`src/rtl/dram_delay_pkg.sv`:
```
// dram_delay_pkg: shared defaults and helpers for the distributed-RAM delay line.
package dram_delay_pkg;
  localparam int DEF_LANES = 2;
  localparam int DEF_WIDTH = 8;
  localparam int DEF_ADDR_WIDTH = 5;
  localparam int DEPTH = 2 ** DEF_ADDR_WIDTH;
  function automatic int unsigned eff_delay(input int unsigned delay);
    return (delay == 0) ? 1 : delay;
  endfunction
  function automatic int unsigned lane_lsb(input int unsigned lane, input int unsigned width);
    return lane * width;
  endfunction
endpackage

```
`src/rtl/dram_delay_lane.sv`:
```
// dram_delay_lane: WIDTH x 2**ADDR_WIDTH distributed RAM, sync write, async read.
module dram_delay_lane #(
  parameter int WIDTH = 8,
  parameter int ADDR_WIDTH = 5
) (
  input  logic                  clk,
  input  logic                  we,
  input  logic [ADDR_WIDTH-1:0] waddr,
  input  logic [WIDTH-1:0]      wdata,
  input  logic [ADDR_WIDTH-1:0] raddr,
  output logic [WIDTH-1:0]      rdata
);
  logic [WIDTH-1:0] mem [2**ADDR_WIDTH];
  always_ff @(posedge clk)
    if (we) mem[waddr] <= wdata;
  assign rdata = mem[raddr];
endmodule

```
`src/rtl/dram_delay_line.sv`:
```
// dram_delay_line: multi-lane programmable delay line with fill tracking and
// recirculate mode; one shared write pointer drives every lane's RAM.
module dram_delay_line
  import dram_delay_pkg::*;
#(
  parameter int LANES = DEF_LANES,
  parameter int WIDTH = DEF_WIDTH,
  parameter int ADDR_WIDTH = DEF_ADDR_WIDTH
) (
  input  logic                   clk,
  input  logic                   rst_n,
  input  logic                   in_valid,
  input  logic [LANES*WIDTH-1:0] in_data,
  input  logic [ADDR_WIDTH-1:0]  delay,
  input  logic                   loop_en,
  output logic                   out_valid,
  output logic [LANES*WIDTH-1:0] out_data,
  output logic                   filled
);
  localparam int LW = LANES * WIDTH;
  logic [ADDR_WIDTH-1:0] wp_q, wp_d, fill_q, fill_d, d_q, d, ra;
  logic                  out_valid_q, out_valid_d, filled_q, filled_d, flush, we;
  logic [LW-1:0]         out_data_q, out_data_d, rd_data, wr_data;
  assign d       = ADDR_WIDTH'(eff_delay(32'(delay)));
  assign flush   = d != d_q;
  assign ra      = wp_q - d;
  assign wr_data = loop_en ? rd_data : in_data;
  assign we      = in_valid & rst_n;
  always_comb begin
    filled_d    = !flush && fill_q >= d;
    wp_d        = in_valid ? wp_q + 1'b1 : wp_q;
    fill_d      = flush ? '0 : (in_valid && !loop_en && fill_q < d) ? fill_q + 1'b1 : fill_q;
    out_valid_d = in_valid && (loop_en ? filled_q : filled_d);
    out_data_d  = in_valid ? rd_data : out_data_q;
  end
  // d_q resets to the effective value of delay=0 so a first-cycle change flushes harmlessly
  always_ff @(posedge clk or negedge rst_n)
    if (!rst_n) begin
      wp_q        <= '0;
      fill_q      <= '0;
      d_q         <= ADDR_WIDTH'(1);
      out_valid_q <= 1'b0;
      out_data_q  <= '0;
      filled_q    <= 1'b0;
    end else begin
      wp_q        <= wp_d;
      fill_q      <= fill_d;
      d_q         <= d;
      out_valid_q <= out_valid_d;
      out_data_q  <= out_data_d;
      filled_q    <= filled_d;
    end
  for (genvar g = 0; g < LANES; g++) begin : g_lane
    dram_delay_lane #(.WIDTH(WIDTH), .ADDR_WIDTH(ADDR_WIDTH)) u_lane (
      .clk  (clk),
      .we   (we),
      .waddr(wp_q),
      .wdata(wr_data[lane_lsb(g, WIDTH) +: WIDTH]),
      .raddr(ra),
      .rdata(rd_data[lane_lsb(g, WIDTH) +: WIDTH])
    );
  end
  assign out_valid = out_valid_q;
  assign out_data  = out_data_q;
  assign filled    = filled_q;
endmodule

```
`config.mk`:
```
export PLATFORM = sky130hd
export DESIGN_NAME = dram_delay_line
export DESIGN_NICKNAME = d
export VERILOG_FILES = /design/src/rtl/dram_delay_pkg.sv /design/src/rtl/dram_delay_lane.sv /design/src/rtl/dram_delay_line.sv
export SDC_FILE = /design/constraint.sdc
export NUM_CORES = 1
export LEC_CHECK = 0
export CORE_MARGIN = 5
export CORE_UTILIZATION = 56
export DETAILED_ROUTE_END_ITERATION = 10
export PLACE_DENSITY = 0.74
export SYNTH_ARGS = -nofsm -noshare
export SYNTH_HDL_FRONTEND = slang
export SYNTH_SLANG_ARGS = --single-unit
```
`constraint.sdc`:
```
create_clock -name clk -period 4.1 [get_ports clk]
set_input_delay 1.23 -clock clk [delete_from_list [all_inputs] [get_ports clk]]
set_output_delay 1.23 -clock clk [all_outputs]
set_load 0.005 [all_outputs]
```
==> impl_metrics.csv <==
group,metric,value,unit
sta,final.setup.tns,-19.49,ns
status,violations,"setup timing",
synthesis,yosys.area.top_type_share,71.0,%
placed_design,post-dp-hpwl,31.2,mm
cells_and_area,drive_above_1_share,37.6,%
cells_and_area,finish.utilization,69.8,%
clocking,cts_made_buffers,53,
clocking,cts_buffer_depth,3,
detailed_routing,firstDrtPassIters,5,
detailed_routing,wl_per_instance,31.6,microns
placed_design,postPlaceCellArea,24100,sq um
min_path,timing.hold.worst.class,"reg -> reg",
synthesis,register_bit_count_reported_by_yosys,545,
placed_design,numPlacedInstances,1712,
detailed_routing,routed_wirelength,58.5,mm
detailed_routing,detail_route.vias_per_cell,6.58,
synthesis,yosys_most_used_dff,"edfxtp_1",
grt,via_count_of_the_first_global_routing_pass,12337,
detailed_routing,vias,12200,
sta,fmax,236,MHz
synthesis,synthesis.instances,1047,
synthesis,synth_top_cells_by_count,"512 x edfxtp_1, 128 x mux4_2, 45 x nor2b_1",
synthesis,synth.most_common_cell,"edfxtp_1",
cells_and_area,count_of_inserted_antenna_diode_cells,0,
detailed_routing,drcViolationCount,0,
cells_and_area,final-seq-area,16200,sq um
setup_path,timing.critical_path.to_type,"register",
die,core-area,38500,sq um
die,floorplan.initialDensity,56.3,%
sta,finalSetupViolations,350,
synthesis,synth_cell_types,36,
synthesis,post_synth_edffs,512,
setup_path,timing_worst_setup_path_type,"in -> reg",
detailed_routing,met2WireLength,28.1,mm
synthesis,post_synth_main_area_contributors,"edfxtp_1 71%, mux4_2 13%, dfrtp_1 3.7%",
die,design.die.area,42700,sq um
clocking,latest_clock_arrival_within_the_worst_skew_pair,0.59,ns
die,row_count,72,
clocking,clkTransAtPathRegs,0.06,ns
grt,grt_start_max_net_pins,34,
detailed_routing,route.met3.wl,6.46,mm
grt,groute.usage.overall,27.8,%
sta,rsz0062_at_grt,"yes",
detailed_routing,highest_layer,"met5",
flow_run,maxCapViolCount,0,
sta,fin_ws,-0.144,ns
setup_path,worstPathMaxFanout,8,
detailed_routing,met1Wirelength,20.8,mm
grt,antenna_found_initial,1,
clocking,tritoncts,"built",
sta,fin_crit_share,104,%
cells_and_area,areaGrowthSynthToFinish,23.9,%
cells_and_area,fillers,2278,
setup_path,arrival,4.54,ns
status,run_status,"finished, violations left",
clocking,clk_root_buffer_cell,"clkbuf_16",
cells_and_area,num-nets-final,1333,
synthesis,synth.largest_area_cell,"edfxtp_1",
setup_path,worstPathRequired,4.39,ns
detailed_routing,postRouteAntennaNets,0,
sta,layout_min_cycle_time,4.24,ns
sta,max-slew-margin-rel,19.7,%
sta,timing_max_transition_violations_final,0,
sta,hold_viol_final,0,
synthesis,mappedNetlistNets,1087,
synthesis,synth.avg_cell_area,20.7,sq um
synthesis,synth_async_sr_flop_share,6.06,%
detailed_routing,detailedRoute.firstIterationViolations,1810,
synthesis,count_of_warnings_emitted_by_yosys,0,
cells_and_area,post_route_standard_cell_area_excluding_fillers,26800,sq um
die,floorplan.die.width,207,microns
die,die_y,207,microns
sta,timing_worst_slew_pin_value,1.20,ns
clocking,cts_htree_levels,2,
sta,finClkSkew,0.0175,ns
setup_path,timing.critical_path.from_type,"input port",
synthesis,syn_area,21700,sq um
grt,globalRouteOverflowTotal,0,
placed_design,portBuffers,42,
cells_and_area,multi_input_combinational_cell_area,6030,sq um
placed_design,final_gp_congestion,0.824,
clocking,clkSinkCount,545,
synthesis,sequential_area_share_after_synthesis,74.8,%
grt,grt_first_pass_wirelength,85.2,mm
die,num_io_pins,43,
cells_and_area,fin_cells,1853,
==> cell families (layout without fill, tap and decap cells) <==
| family | count (synthesis) | count (layout) | synth area share [%] |
|---|---|---|---|
| adders and majority gates | 15 | 15 | 0.901 |
| muxes | 181 | 204 | 15.9 |
| AOI/OAI and AO/OA | 55 | 55 | 2.14 |
| and+or+nand+nor | 150 | 150 | 3.64 |
| DFF | 545 | 545 | 74.8 |
| buffers and inverters | 82 | 347 | 1.84 |
| xor gates and xnor gates | 19 | 19 | 0.803 |
==> final cells by class <==
type | count | share of cell area [%]
inverters | 19 | 0.266
multi-input cells | 443 | 22.5
flip-flops and latches | 545 | 60.4
clock inverters | 30 | 0.900
repair buffers | 231 | 8.37
well taps | 518 | 2.41
clock buffers | 67 | 5.25
==> registers in the layout, summed over array words and instances (netlist names) <==
signal             count
out_valid              1
filled                 1
out_data              16
wp_q                   5
g_lane.u_lane.mem    512
fill_q                 5
d_q                    5
==> placed cells by master (no fill, tap or decap), types with 25 or more instances in the layout <==
cell / n
clkbuf_16: 53
buf_4: 157
mux2i_1: 25
clkdlybuf4s50_1: 35
dfrtp_1: 32
mux2_4: 28
nor2_1: 42
mux4_2: 128
edfxtp_1: 512
nor2b_1: 43
nand3_1: 25
==> per-layer routing <==
layer / vias up / GRT usage [%]
li1: 4874 / -
met1: 6275 / 38.7
met2: 864 / 43.7
met3: 185 / 5.22
met4: 2 / 12.7
met5: - / 0
==> repair_timing <==
item	in CTS	in global routing
pin swaps	11	4
gates cloned	25	4
hold buffers	0	0
setup endpoints to repair	528	515
buffers inserted	14	2
endpoints found under the hold margin	0	0
gates resized for setup	120	23
==> through the flow <==
step | setup slack [ns] | hold slack, ns
3_3_place_gp | -1.41 | 0.492
2_1_floorplan | -0.0121 | 0.505
3_5_place_dp | -1.34 | 0.498
5_1_grt | -0.208 | 0.522
6_report | -0.144 | 0.507
4_1_cts | -0.0505 | 0.514
==> critical path, stage by stage <==
cell and delay, ns:
buf_6 0.07, inv_2 0.03, a41o_1 0.27, ha_4 0.18
fa_4 0.76, buf_12 0.17, buf_8 0.13, buf_16 0.14
mux4_2 0.30, nor2b_1 0.16, a2111oi_2 0.39, buf_4 0.20
nor4_4 0.08, mux2_2 0.41
==> path summary, 6_finish.rpt <==
path | end | slack, ns | from | cells after the start
max | g_lane[1].u_lane.mem[2][5]$_DFFE_PP_ | -0.14 | delay[1] | 14
min | out_data[10]$_DFFE_PN0P_ | 0.51 | out_data[10]$_DFFE_PN0P_ | 1
max reg2reg | g_lane[1].u_lane.mem[2][5]$_DFFE_PP_ | 0.25 | wp_q[0]$_DFFE_PN0P_ | 12
min reg2reg | out_data[10]$_DFFE_PN0P_ | 0.51 | out_data[10]$_DFFE_PN0P_ | 1
max in group asynchronous | out_data[14]$_DFFE_PN0P_ | 2.88 | rst_n | 2
min in group asynchronous | d_q[2]$_DFF_PN0_ | 0.83 | rst_n | 2
Power is not shown: default switching activity piles up to over one toggle a cycle in this logic, so the estimate is an artifact.
